$ cat src/rtl/lfsr_pkg.sv
// Shared definitions for the LFSR draw block: FSM encoding, tap masks, seed derivation.
// Latency: n/a (types and constant functions only).
// Backpressure: n/a.
package lfsr_pkg;

  typedef enum logic [1:0] {
    IDLE = 2'd0,
    DRAW = 2'd1,
    HOLD = 2'd2
  } draw_state_t;

  // Fibonacci feedback taps for maximal-length sequences, bit n-1 set for tap n.
  function automatic logic [15:0] tap_mask(input int width);
    case (width)
      3:       return 16'h0006;
      4:       return 16'h000C;
      5:       return 16'h0014;
      6:       return 16'h0030;
      7:       return 16'h0060;
      8:       return 16'h00B8;
      9:       return 16'h0110;
      10:      return 16'h0240;
      11:      return 16'h0500;
      12:      return 16'h0829;
      13:      return 16'h100D;
      14:      return 16'h2015;
      15:      return 16'h6000;
      16:      return 16'hD008;
      default: return 16'h0000;
    endcase
  endfunction

  // Per-channel seed: base rotated left by the channel index within width bits.
  // A zero result would lock the register up, so it becomes 1 instead.
  function automatic logic [15:0] derive_seed(input logic [15:0] base, input int idx,
                                              input int width);
    logic [15:0] wmask;
    logic [15:0] b;
    logic [15:0] rot;
    int          r;
    wmask = 16'hFFFF >> (16 - width);
    b     = base & wmask;
    r     = idx % width;
    rot   = ((b << r) | (b >> (width - r))) & wmask;
    if (rot == 16'd0) begin
      rot = 16'd1;
    end
    return rot;
  endfunction

endpackage

$ cat src/rtl/lfsr_chan.sv
// One Fibonacci LFSR channel with derived-seed load and an all-zero lockup guard.
// Latency: state updates on the edge after enable or seed_load.
// Backpressure: none; seed_load overrides enable, enable=0 holds the register.
module lfsr_chan
  import lfsr_pkg::*;
#(
  parameter int               WIDTH        = 10,
  parameter int               CH_IDX       = 0,
  parameter logic [WIDTH-1:0] DEFAULT_SEED = WIDTH'(1)
) (
  input  logic             clk,
  input  logic             reset,      // asynchronous, active-low
  input  logic             enable,
  input  logic             seed_load,
  input  logic [WIDTH-1:0] seed,
  output logic [WIDTH-1:0] state
);

  localparam logic [WIDTH-1:0] TAPS     = WIDTH'(tap_mask(WIDTH));
  localparam logic [WIDTH-1:0] RST_SEED = WIDTH'(derive_seed(16'(DEFAULT_SEED), CH_IDX, WIDTH));

  logic [WIDTH-1:0] load_val;
  logic [WIDTH-1:0] step_val;

  // Derived load value and next shift value; an all-zero register is forced to 1.
  always_comb begin
    load_val = WIDTH'(derive_seed(16'(seed), CH_IDX, WIDTH));
    step_val = {state[WIDTH-2:0], ^(state & TAPS)};
    if (state == '0) begin
      step_val = WIDTH'(1);
    end
  end

  // Shift register: reset seed, then load strobe, then enabled step.
  always_ff @(posedge clk or negedge reset) begin
    if (!reset) begin
      state <= RST_SEED;
    end else if (seed_load) begin
      state <= load_val;
    end else if (enable) begin
      state <= step_val;
    end
  end

endmodule

$ cat src/rtl/lfsr_draw.sv
// Multi-channel LFSR symbol draw: rejection-samples each channel into 0..RANGE-1.
// Latency: at least 2 cycles from accepted draw_req to draw_valid; more while rejecting.
// Backpressure: draw_valid/draw_value held in HOLD until draw_ack; draw_req taken only when draw_ready.
module lfsr_draw
  import lfsr_pkg::*;
#(
  parameter int               WIDTH        = 10,
  parameter int               CHANNELS     = 3,
  parameter int               RANGE        = 10,
  parameter int               MAX_TRIES    = 8,
  parameter logic [WIDTH-1:0] DEFAULT_SEED = WIDTH'(1),
  localparam int              SYM_W        = $clog2(RANGE)
) (
  input  logic                      clk,
  input  logic                      reset,      // asynchronous, active-low
  input  logic                      enable,
  input  logic                      seed_load,
  input  logic [WIDTH-1:0]          seed,
  input  logic                      draw_req,
  output logic                      draw_ready,
  output logic                      draw_valid,
  input  logic                      draw_ack,
  output logic [CHANNELS*SYM_W-1:0] draw_value,
  output logic                      draw_fallback,
  output logic [CHANNELS*WIDTH-1:0] lfsr_state
);

  // One extra bit so RANGE == 2**SYM_W still compares correctly.
  localparam logic [SYM_W:0] RANGE_X  = (SYM_W+1)'(RANGE);
  localparam logic [7:0]     LAST_TRY = 8'(MAX_TRIES - 1);

  draw_state_t               state_q, state_d;
  logic [CHANNELS-1:0]       acc_q, acc_d;
  logic [CHANNELS*SYM_W-1:0] val_q, val_d;
  logic                      fb_q, fb_d;
  logic [7:0]                try_q, try_d;
  logic [SYM_W-1:0]          cand;

  for (genvar i = 0; i < CHANNELS; i++) begin : g_chan
    lfsr_chan #(
      .WIDTH        (WIDTH),
      .CH_IDX       (i),
      .DEFAULT_SEED (DEFAULT_SEED)
    ) u_chan (
      .clk       (clk),
      .reset     (reset),
      .enable    (enable),
      .seed_load (seed_load),
      .seed      (seed),
      .state     (lfsr_state[i*WIDTH +: WIDTH])
    );
  end

  // Next-state: start a draw, evaluate pending channels each DRAW cycle, release on ack.
  // The try on which try_q equals MAX_TRIES-1 is the last one: anything still
  // out of range then folds down by RANGE and flags the fallback.
  always_comb begin
    state_d = state_q;
    acc_d   = acc_q;
    val_d   = val_q;
    fb_d    = fb_q;
    try_d   = try_q;
    cand    = '0;
    case (state_q)
      IDLE: begin
        if (draw_req) begin
          state_d = DRAW;
          acc_d   = '0;
          try_d   = '0;
          fb_d    = 1'b0;
        end
      end
      DRAW: begin
        if (&acc_q) begin
          state_d = HOLD;
        end else begin
          for (int i = 0; i < CHANNELS; i++) begin
            if (!acc_q[i]) begin
              cand = lfsr_state[i*WIDTH +: SYM_W];
              if ({1'b0, cand} < RANGE_X) begin
                val_d[i*SYM_W +: SYM_W] = cand;
                acc_d[i]                = 1'b1;
              end else if (try_q == LAST_TRY) begin
                val_d[i*SYM_W +: SYM_W] = SYM_W'({1'b0, cand} - RANGE_X);
                acc_d[i]                = 1'b1;
                fb_d                    = 1'b1;
              end
            end
          end
          // Frozen LFSRs re-present the same candidates, so they do not count as a try.
          if (enable) begin
            try_d = try_q + 8'd1;
          end
        end
      end
      HOLD: begin
        if (draw_ack) begin
          state_d = IDLE;
        end
      end
      default: state_d = IDLE;
    endcase
  end

  // Draw control registers.
  always_ff @(posedge clk or negedge reset) begin
    if (!reset) begin
      state_q <= IDLE;
      acc_q   <= '0;
      val_q   <= '0;
      fb_q    <= 1'b0;
      try_q   <= '0;
    end else begin
      state_q <= state_d;
      acc_q   <= acc_d;
      val_q   <= val_d;
      fb_q    <= fb_d;
      try_q   <= try_d;
    end
  end

  assign draw_ready    = (state_q == IDLE);
  assign draw_valid    = (state_q == HOLD);
  assign draw_fallback = draw_valid & fb_q;
  assign draw_value    = val_q;

endmodule

$ cat config.mk
export PLATFORM = sky130hd
export DESIGN_NAME = lfsr_draw
export DESIGN_NICKNAME = d
export VERILOG_FILES = /design/src/rtl/lfsr_pkg.sv /design/src/rtl/lfsr_chan.sv /design/src/rtl/lfsr_draw.sv
export SDC_FILE = /design/constraint.sdc
export NUM_CORES = 1
export LEC_CHECK = 0
export ABC_AREA = 1
export CORE_MARGIN = 5
export CORE_UTILIZATION = 47
export CTS_BUF_LIST = sky130_fd_sc_hd__clkbuf_8 sky130_fd_sc_hd__clkbuf_16
export CTS_CLUSTER_SIZE = 16
export DETAILED_ROUTE_END_ITERATION = 8
export PLACE_DENSITY_LB_ADDON = 0.15
export SETUP_SLACK_MARGIN = 0.5
export SYNTH_ARGS = -nofsm -noshare
export SYNTH_HDL_FRONTEND = slang
export SYNTH_HIERARCHICAL = 1
export SYNTH_SLANG_ARGS = --single-unit
export TNS_END_PERCENT = 5
$ cat constraint.sdc
create_clock -name clk -period 1.27 [get_ports clk]
set_input_delay 0.254 -clock clk [delete_from_list [all_inputs] [get_ports clk]]
set_output_delay 0.254 -clock clk [all_outputs]
set_load 0.02 [all_outputs]
==> impl_metrics.toml, run 1 <==
[outcome]
status = "finished, violations left"
violations = "negative hold slack, negative setup slack"

[final_layout]
multi_input_area_um2 = 1870
final_cell_mix = "nand2_1 (93), buf_6 (62), dfrtp_1 (50)"
drive_above_1_share_pct = 47.0
regArea_um2 = 1410
stdcell_area_um2 = 4950
syn2layout_area_growth_pct = 59.4
diodes = 0
nNetsFinal = 553
n_fill_cell = 416
layout_commonest_cell = "nand2_1"
final_cells = 611
post-route-util_pct = 77.5

[critical_path]
r2r_cells = 7
r2r_end = "acc_q[1]"
critPathMaxFanout = 3
path_class = "flip-flop to output port"
crit_end = "draw_fallback"
r2r-start = "try_q[0]"
critPathTopFamily = "flip-flops"
path_depth = 4
cp-end-kind = "output port"
cp.required_ps = 1020
crit_start = "state_q[0]"
cp.arrival_ps = 1160
critPathLaunchType = "flip-flop"
path_common_cell = "nor2_4"
slowest_stage = "dfrtp_1"
cp_cell_sequence = "nor2_4 -> inv_2 -> nor2_4 -> buf_6"
slowest_delay_ps = 450
cp_num_buf_inv = 2
r2r_slack_ps = -90

[logic_synthesis]
synth_top_family_by_area = "simple AND/OR/NAND/NOR gates"
synthesis.area_um2 = 3110
synth_cell_types = 30
synth_nets = 419
synth-adder-area-share_pct = 1.61
avgSynthCellArea_um2 = 7.79
seq_area_frac_synth_pct = 45.2
synthCells = 399
yosys_warnings = 6
synthXorXnorAreaFrac_pct = 0.282
synth_compound_area_share_pct = 13.7
synthMuxAreaShare_pct = 0
synth_seq_cells = 56
yosys.area_share.simple_pct = 31.7

[die]
rows = 29
start_util_pct = 48.6
dieArea_um2 = 8340
die_w_um = 91.3
fp.dieH_um = 91.3
ios = 61
core-area_um2 = 6390

[timing]
finalHoldViolCount = 53
slew_headroom_pct = 79.5
period_needed_ps = 1410
finalCritPeriodShare_pct = 111
tightest_slew_ps = 307
skew_ps = 9.06
finalMaxSlewViolations = 0
rsz0062_at_grt = "true"
fin_ws_ps = -142
hold_slack_ps = -80.5
max_freq_mhz = 708
setup-violations-final = 19

[detailed_routing]
detail-route-antenna-nets = 0
initialDrtViolationCount = 216
viasPerCell = 5.47
firstDrtPassIters = 5
wl_per_cell_um = 15.8
vias = 3340
wl_mm = 9.67
remaining_drc_errors = 0

[power]
p_switching_w = 0.00307
combPwrFrac_pct = 49.3
p_int_w = 0.00430
p_per_area_nw_per_um2 = 1490
p_leak_nw = 2.42
pwr-share-seq_pct = 34.4
vdd_drop_max_uv = 1480
power_frac_clock_pct = 16.2
p_sw_share_pct = 41.6

[place]
gp_congestion = 0.939
placed_cells = 601
io_buffers = 60
placed_area_um2 = 4340
hpwl_mm = 6.45
pre_cts_ws_ps = -253

[clocking]
cts_sinks = 56
cts.path.max_buffers = 2
clk_pin_slew_worst_paths_ps = 110
cts_buffers = 5
root_buffer = "clkbuf_8"
insertion_delay_ps = 310
htreeDepth = 2
cts_tree = "yes"

[grt]
grt_pass1_vias = 3281
gr-total-overflow = 0
grt_max_degree = 57
antenna_found_initial = 0
grt_pass1_wl_mm = 15.4
grt_use_total_pct = 22.3

[hold_path]
min_path_type = "input port to async pin"

[run]
maxCapViolCount = 0
worst min path at each step:
stage                                to  start
final                     draw_value[3]  reset
after detailed placement  draw_value[5]  reset
after CTS                 draw_value[7]  reset
after global routing      draw_value[1]  reset
after global placement    draw_value[1]  reset
after floorplan                acc_q[0]  reset
metal layers:
metal / global-route usage [%] / wire length, µm / vias up
li1: - / - / 1574
met1: 28.3 / 4000 / 1586
met2: 38.2 / 4830 / 144
met3: 4.30 / 540 / 36
met4: 7.46 / 303 / 0
met5: 0 / 0 / -
cells by family after synthesis:
logic type	Yosys count
xor+xnor	1
fa+ha+maj	4
compound gates	65
simple gates	221
flops	56
buf+inv	52
power by group through the flow:
stage          sequential, W  clock, W  combinational (W)
2_1_floorplan        0.00289         0            0.00138
3_3_place_gp         0.00249         0            0.00316
3_5_place_dp         0.00251         0            0.00322
4_1_cts              0.00251   0.00123            0.00336
5_1_grt              0.00259   0.00131            0.00393
6_report             0.00254   0.00120            0.00363
registers in the layout, summed over array words and instances (netlist names):
name and flops:
fb_q 1, try_q 8, state_q 2, acc_q 3, g_chan.u_chan/state 30, draw_value 12
timing repair:
action / 4_1_cts / 5_1_grt
pin swaps: 46 / 42
hold endpoints to repair: 53 / 53
buffers inserted: 2 / 0
gates resized for setup: 342 / 68
endpoints found under the setup margin: 101 / 101
area by class of cell:
type                    instances  share of cell area, %
multi-input cells             291                   37.8
well taps                      77                   1.95
inverters                      47                   4.19
clock inverters                 3                  0.960
clock buffers                   5                   1.39
flip-flops and latches         56                   28.4
repair buffers                132                   25.2
stage by stage:
stage               total power [W]  setup TNS, ps
finish                      0.00736           -921
global placement            0.00565          -7470
CTS                         0.00711           -687
floorplan                   0.00427              0
detailed placement          0.00573          -9280
global route                0.00783          -2960
Yosys cell counts (all sizes together):
cell / number / share of area, %
dfstp: 3 / 2.5
o22ai: 2 / 0.40
dfrtp: 53 / 43
nor3: 1 / 0.16
buf: 5 / 1.6
inv: 47 / 5.8
nand3: 34 / 5.9
ha: 4 / 1.6
o21ai: 23 / 4.1
a21oi: 14 / 2.3
nand2: 131 / 17
nor2: 53 / 8.4
a22o: 2 / 0.56
xor2: 1 / 0.28
o21bai: 6 / 1.4
nand4: 2 / 0.40
o211ai: 6 / 1.4
a22oi: 12 / 3.5
No activity file was read; power rests on OpenSTA's default activity.
==> inputs of run 2 (changes only) <==
CORE_UTILIZATION = 30   (was 47)
clock period = 1.7 ns   (was 1.27 ns; I/O delays follow)
==> run 2 against run 1 <==
Compared with the run above: the run now ends clean; clock power down 26%; non-clock buffer count down 44; sequential power down 25%; power down 32%; die area up 50%; clock-buffer cell count unchanged; core utilization down 36 points; register-to-register slack better by 360 ps; largest cell class unchanged.
==> impl_metrics.toml, run 2 (synthesized netlist as in run 1, its figures left out) <==
[outcome]
status = "complete, no violations"

[place]
io_buffers = 60
gp_congestion = 0.837
placed_cells = 609
hpwl_mm = 6.37

[critical_path]
critPathTopFamily = "flip-flops"
cp.required_ps = 1360
slowest_stage = "dfrtp_1"
cp-end-kind = "output port"
slowest_delay_ps = 450
critPathMaxFanout = 4
cp_num_buf_inv = 1
r2r-start = "state_q[1]"
cp_cell_sequence = "dlygate4sd2_1"
crit_start = "g_chan[1].u_chan/state[4]"
critPathLaunchType = "flip-flop"
cp.arrival_ps = 1130
path_class = "flip-flop to output port"

[grt]
grt_max_degree = 57
met3_usage_pct = 2.50
grt_busiest_layer = "met2"
grt_pass1_wl_mm = 14.1
grt_use_total_pct = 13.7
grt_pass1_vias = 2810
gr-total-overflow = 0
use_met2_pct = 23.1
grt_util_met1_pct = 18.1
antenna_found_initial = 0

[clocking]
root_buffer = "clkbuf_8"
clk_pin_slew_worst_paths_ps = 100
ctsHoldBuffers = 0
insertion_delay_ps = 310
htreeDepth = 2
cts_sinks = 56
cts_tree = "yes"
cts_buffers = 5
cts.path.max_buffers = 2

[timing]
hold_slack_ps = 19.0
slew_headroom_pct = 75.2
finalHoldViolCount = 0
skew_ps = 6.72
tightest_slew_ps = 371
max_freq_mhz = 682
finalCritPeriodShare_pct = 86.3
period_needed_ps = 1470
finalMaxSlewViolations = 0
rsz0062_at_grt = "true"
setup-violations-final = 0
tns_ps = 0

[power]
vdd_drop_max_uv = 615
p_leak_nw = 2.07
total_power_w = 0.00500
p_per_area_nw_per_um2 = 1180

[final_layout]
nNetsFinal = 509
diodes = 0
largest_register_ffs = 30
layout_commonest_cell = "nand2_1"
syn2layout_area_growth_pct = 36.7
regMostFlops = "g_chan.u_chan/state"
final_cells = 626
drive_above_1_share_pct = 20.4
final_cell_mix = "nand2_1 (115), dfrtp_1 (49), nor2_1 (42)"

[die]
rows = 37
die_w_um = 112
ios = 61
core-area_um2 = 10200
fp.dieH_um = 112
dieArea_um2 = 12500
start_util_pct = 30.4

[detailed_routing]
detail-route-antenna-nets = 0
firstDrtPassIters = 4
vias = 2937
remaining_drc_errors = 0
wl_mm = 8.53
initialDrtViolationCount = 99
wl_per_cell_um = 13.6
viasPerCell = 4.69

[hold_path]
min_path_type = "input port to async pin"

[run]
maxCapViolCount = 0
[run 2: cell types whose count changed in the layout (fill, tap and decap cells not counted), sizes merged]
cell,previous run,this run
clkinv,2,1
clkdlybuf4s50,2,14
inv,46,47
dlygate4sd2,10,35
buf,119,33
clkdlybuf4s15,1,6
[run 2: timing repair]
action / CTS / global route
gates resized for setup: 75 / 13
pin swaps: 3 / 4
endpoints found under the setup margin: 91 / 100
setup buffers: 4 / 5
[run 2: power by group]
group          internal, W  switching, W
sequential         0.00163      0.000276
combinational     0.000894       0.00130
clock             0.000437      0.000450
[run 2: worst paths after layout]
check,end,slack (ps),cells past startpoint
worst max-delay path,lfsr_state[14],230,1
worst min-delay path,state_q[1],20,2
worst max register to register,draw_value[5],270,8
worst min register to register,draw_value[0],480,2
max in group asynchronous,g_chan[2].u_chan/state[2],1370,2
min in group clk,draw_value[0],480,2
[run 2: metrics by stage]
step / setup WS [ps] / area, µm² / utilization [%]
6_report: 233 / 4250 / 41.5
2_1_floorplan: 439 / 3150 / -
4_1_cts: 230 / 4160 / 40.7
3_5_place_dp: 53.4 / 4060 / 39.7
5_1_grt: 154 / 4250 / 41.5
3_3_place_gp: 54.0 / 4060 / 39.7
[run 2: area by class of cell]
| class | instances | area (µm²) |
|---|---|---|
| Fill cell | 1063 | 5980 |
| Multi-Input combinational cell | 291 | 1560 |
| Sequential cell | 56 | 1410 |
| Timing Repair Buffer | 88 | 816 |
| Inverter | 47 | 184 |
| Tap cell | 136 | 170 |
| Clock buffer | 5 | 68.8 |
| Clock inverter | 3 | 42.5 |
[run 2: metal layers]
| metal | routed length [µm] | vias up |
|---|---|---|
| met5 | 0 | - |
| li1 | - | 1476 |
| met2 | 4060 | 60 |
| met4 | 108 | 0 |
| met3 | 286 | 6 |
| met1 | 4080 | 1395 |
[run 2: worst reg2reg max path: cells and delay by family (launching register included)]
kind                   cells  cell delay [ps]
AOI/OAI and AO/OA          1               50
and+or+nand+nor            4              500
buffers and inverters      3              350
DFF                        1              440
==> inputs of run 3 (changes only) <==
GPL_TIMING_DRIVEN = 0   (was default)
SYNTH_HIERARCHICAL = default   (was 1)
==> run 3 against run 2 <==
Compared with the run above: the flow now finishes with violations (negative hold slack); synthesized area is 3.9% lower; die area is 3.5% lower; critical path depth stayed put; combinational power is 9.1% lower; non-clock buffer count is 14 lower; wire length is 4.0% lower; via count is 9.6% lower; cell area is 7.9% lower; sequential share of layout area is 2.8 points higher; critical path type unchanged; largest cell class is now sequential cells.
==> impl_metrics.toml, run 3 <==
[grt]
grt_max_degree = 38
grt_pass1_wl_mm = 13.6
grt_use_total_pct = 14.3
gr-total-overflow = 0
antenna_found_initial = 0
grt_pass1_vias = 2642

[logic_synthesis]
synthCells = 358
yosysTopAreaCellShare_pct = 44.4
ys_top_cells_by_area = "dfrtp_1 (44%), nand2_1 (11%), inv_1 (6.0%)"
synth_nets = 378
synth_edf_count = 0
synth_common_cells = "nand2_1 (87), dfrtp_1 (53), inv_1 (48)"
yosysTopAreaCell = "dfrtp_1"
synth_cell_types = 34
synth.most_common_cell = "nand2_1"
synthFlopType = "dfrtp_1"
yosys_warnings = 0
seq_area_frac_synth_pct = 47.0
synth_seq_cells = 56
synthesis.area_um2 = 2990
avgSynthCellArea_um2 = 8.34
synthArstFlopShare_pct = 100

[die]
core-area_um2 = 9730
fp.dieH_um = 110
dieArea_um2 = 12100
start_util_pct = 30.7
rows = 36
die_w_um = 110
ios = 61

[power]
p_sw_share_pct = 42.2
p_leak_nw = 1.94
power_frac_clock_pct = 16.1
p_int_w = 0.00265
p_switching_w = 0.00193
combPwrFrac_pct = 43.6
vdd_drop_max_uv = 363
p_per_area_nw_per_um2 = 1170
pwr-share-seq_pct = 40.3

[final_layout]
n_fill_cell = 1051
final_cells = 565
nNetsFinal = 451
diodes = 0
largest_register_ffs = 30
final_cell_mix = "nand2_1 (87), dfrtp_1 (51), inv_1 (44)"
regMostFlops = "g_chan.u_chan.state"
syn2layout_area_growth_pct = 30.9
layout_commonest_cell = "nand2_1"
drive_above_1_share_pct = 16.7

[timing]
slew_headroom_pct = 67.3
rsz0062_at_grt = "true"
finalHoldViolCount = 17
tightest_slew_ps = 490
skew_ps = 4.74
finalCritPeriodShare_pct = 85.6
setup-violations-final = 0
max_freq_mhz = 687
hold_slack_ps = -23.1
period_needed_ps = 1460
finalMaxSlewViolations = 0
fin_ws_ps = 244

[place]
hpwl_mm = 6.21
placed_cells = 550
io_buffers = 58
pre_cts_ws_ps = -65.8
gp_congestion = 0.813

[detailed_routing]
wl_per_cell_um = 14.5
wl_mm = 8.20
remaining_drc_errors = 0
firstDrtPassIters = 4
vias = 2655
initialDrtViolationCount = 74
detail-route-antenna-nets = 0
viasPerCell = 4.70

[critical_path]
path_class = "flip-flop to output port"
critPathTopFamily = "flip-flops"
slowest_stage = "dfrtp_1"
cp.required_ps = 1360
cp.arrival_ps = 1120
slowest_delay_ps = 470
cp_cell_sequence = "clkdlybuf4s15_1"
critPathLaunchType = "flip-flop"
cp-end-kind = "output port"
cp_num_buf_inv = 1
critPathMaxFanout = 5

[clocking]
cts_tree = "yes"
cts.path.max_buffers = 2
clk_pin_slew_worst_paths_ps = 100
root_buffer = "clkbuf_8"
htreeDepth = 2
cts_buffers = 5
insertion_delay_ps = 310
cts_sinks = 56

[run]
maxCapViolCount = 0

[hold_path]
min_path_type = "input port to async pin"

[outcome]
status = "finished, violations left"
violations = "negative hold slack"
[run 3: changes by cell type after synthesis, moves of 4 or more]
cell and change:
o21bai_1 -6, a22oi_2 -4, o221ai_1 +13, a22oi_1 -7, a21oi_1 -4, nand4_1 +15
nor2_1 -16, nand3_1 -9, inv_1 +8, nand2_1 -37
[run 3: kinds of logic (layout without fill, tap and decap cells)]
logic type                 after synthesis  count (layout)  synth area share, %
DFF                                     56              56                 47.0
and+or+nand+nor                        180             180                 29.2
xor gates and xnor gates                 4               4                 1.17
AOI/OAI and AO/OA                       53              53                 11.5
buffers and inverters                   61             135                 9.38
adders and majority gates                4               4                 1.68
[run 3: power groups by stage]
stage / clock network, W / registers [W] / logic [W]
floorplan: 0 / 0.00210 / 0.00103
global placement: 0 / 0.00190 / 0.00203
detailed placement: 0 / 0.00190 / 0.00204
CTS: 0.000774 / 0.00184 / 0.00200
global route: 0.000817 / 0.00189 / 0.00221
finish: 0.000739 / 0.00184 / 0.00200
[run 3: final cells by class]
class	count	area [µm²]	share of cell area [%]
clock buffers	5	68.8	1.76
plain buffers	8	81.3	2.08
clock inverters	3	20.0	0.512
well taps	133	166	4.26
repair buffers	66	593	15.2
multi-input cells	241	1370	35.1
inverters	53	199	5.09
flip-flops and latches	56	1410	36.0
[run 3: worst paths after layout]
kind	endpoint	slack (ps)	depth (start not counted)	from
worst max-delay path	lfsr_state[26]	240	1	g_chan[2].u_chan.state[6]
worst min-delay path	draw_value[0]	-20	1	reset
worst max register to register	draw_value[6]	320	7	state_q[1]
worst min register to register	draw_value[1]	480	2	draw_value[1]
max in group asynchronous	g_chan[1].u_chan.state[1]	1090	2	reset
min in group clk	g_chan[2].u_chan.state[1]	410	3	seed_load
[run 3: routing by layer]
layer	routed length, µm	global-route usage [%]	part of all wire, %	vias up
met3	379	2.70	4.6	6
met1	3770	19.3	46	1256
li1	-	-	-	1330
met5	0	0	0	-
met4	71	2.94	0.87	0
met2	3980	24.1	49	63
[run 3: timing repair]
action	4_1_cts	5_1_grt
gates resized for setup	74	10
endpoints found under the hold margin	17	0
gates cloned	0	0
endpoints found under the setup margin	66	73
buffers inserted	6	1
pin swaps	2	2
[run 3: through the flow]
| step | hold WS (ps) | total power [W] | TNS (ps) | instance area (µm²) | util (%) |
|---|---|---|---|---|---|
| floorplan | 44.4 | 0.00313 | 0 | 3030 | - |
| global placement | 462 | 0.00393 | -91650 | 3780 | 38.8 |
| detailed placement | 336 | 0.00395 | -65.8 | 3790 | 39.0 |
| CTS | -11.9 | 0.00462 | 0 | 3870 | 39.8 |
| global route | 8.38 | 0.00492 | 0 | 3910 | 40.2 |
| finish | -23.1 | 0.00458 | 0 | 3910 | 40.2 |
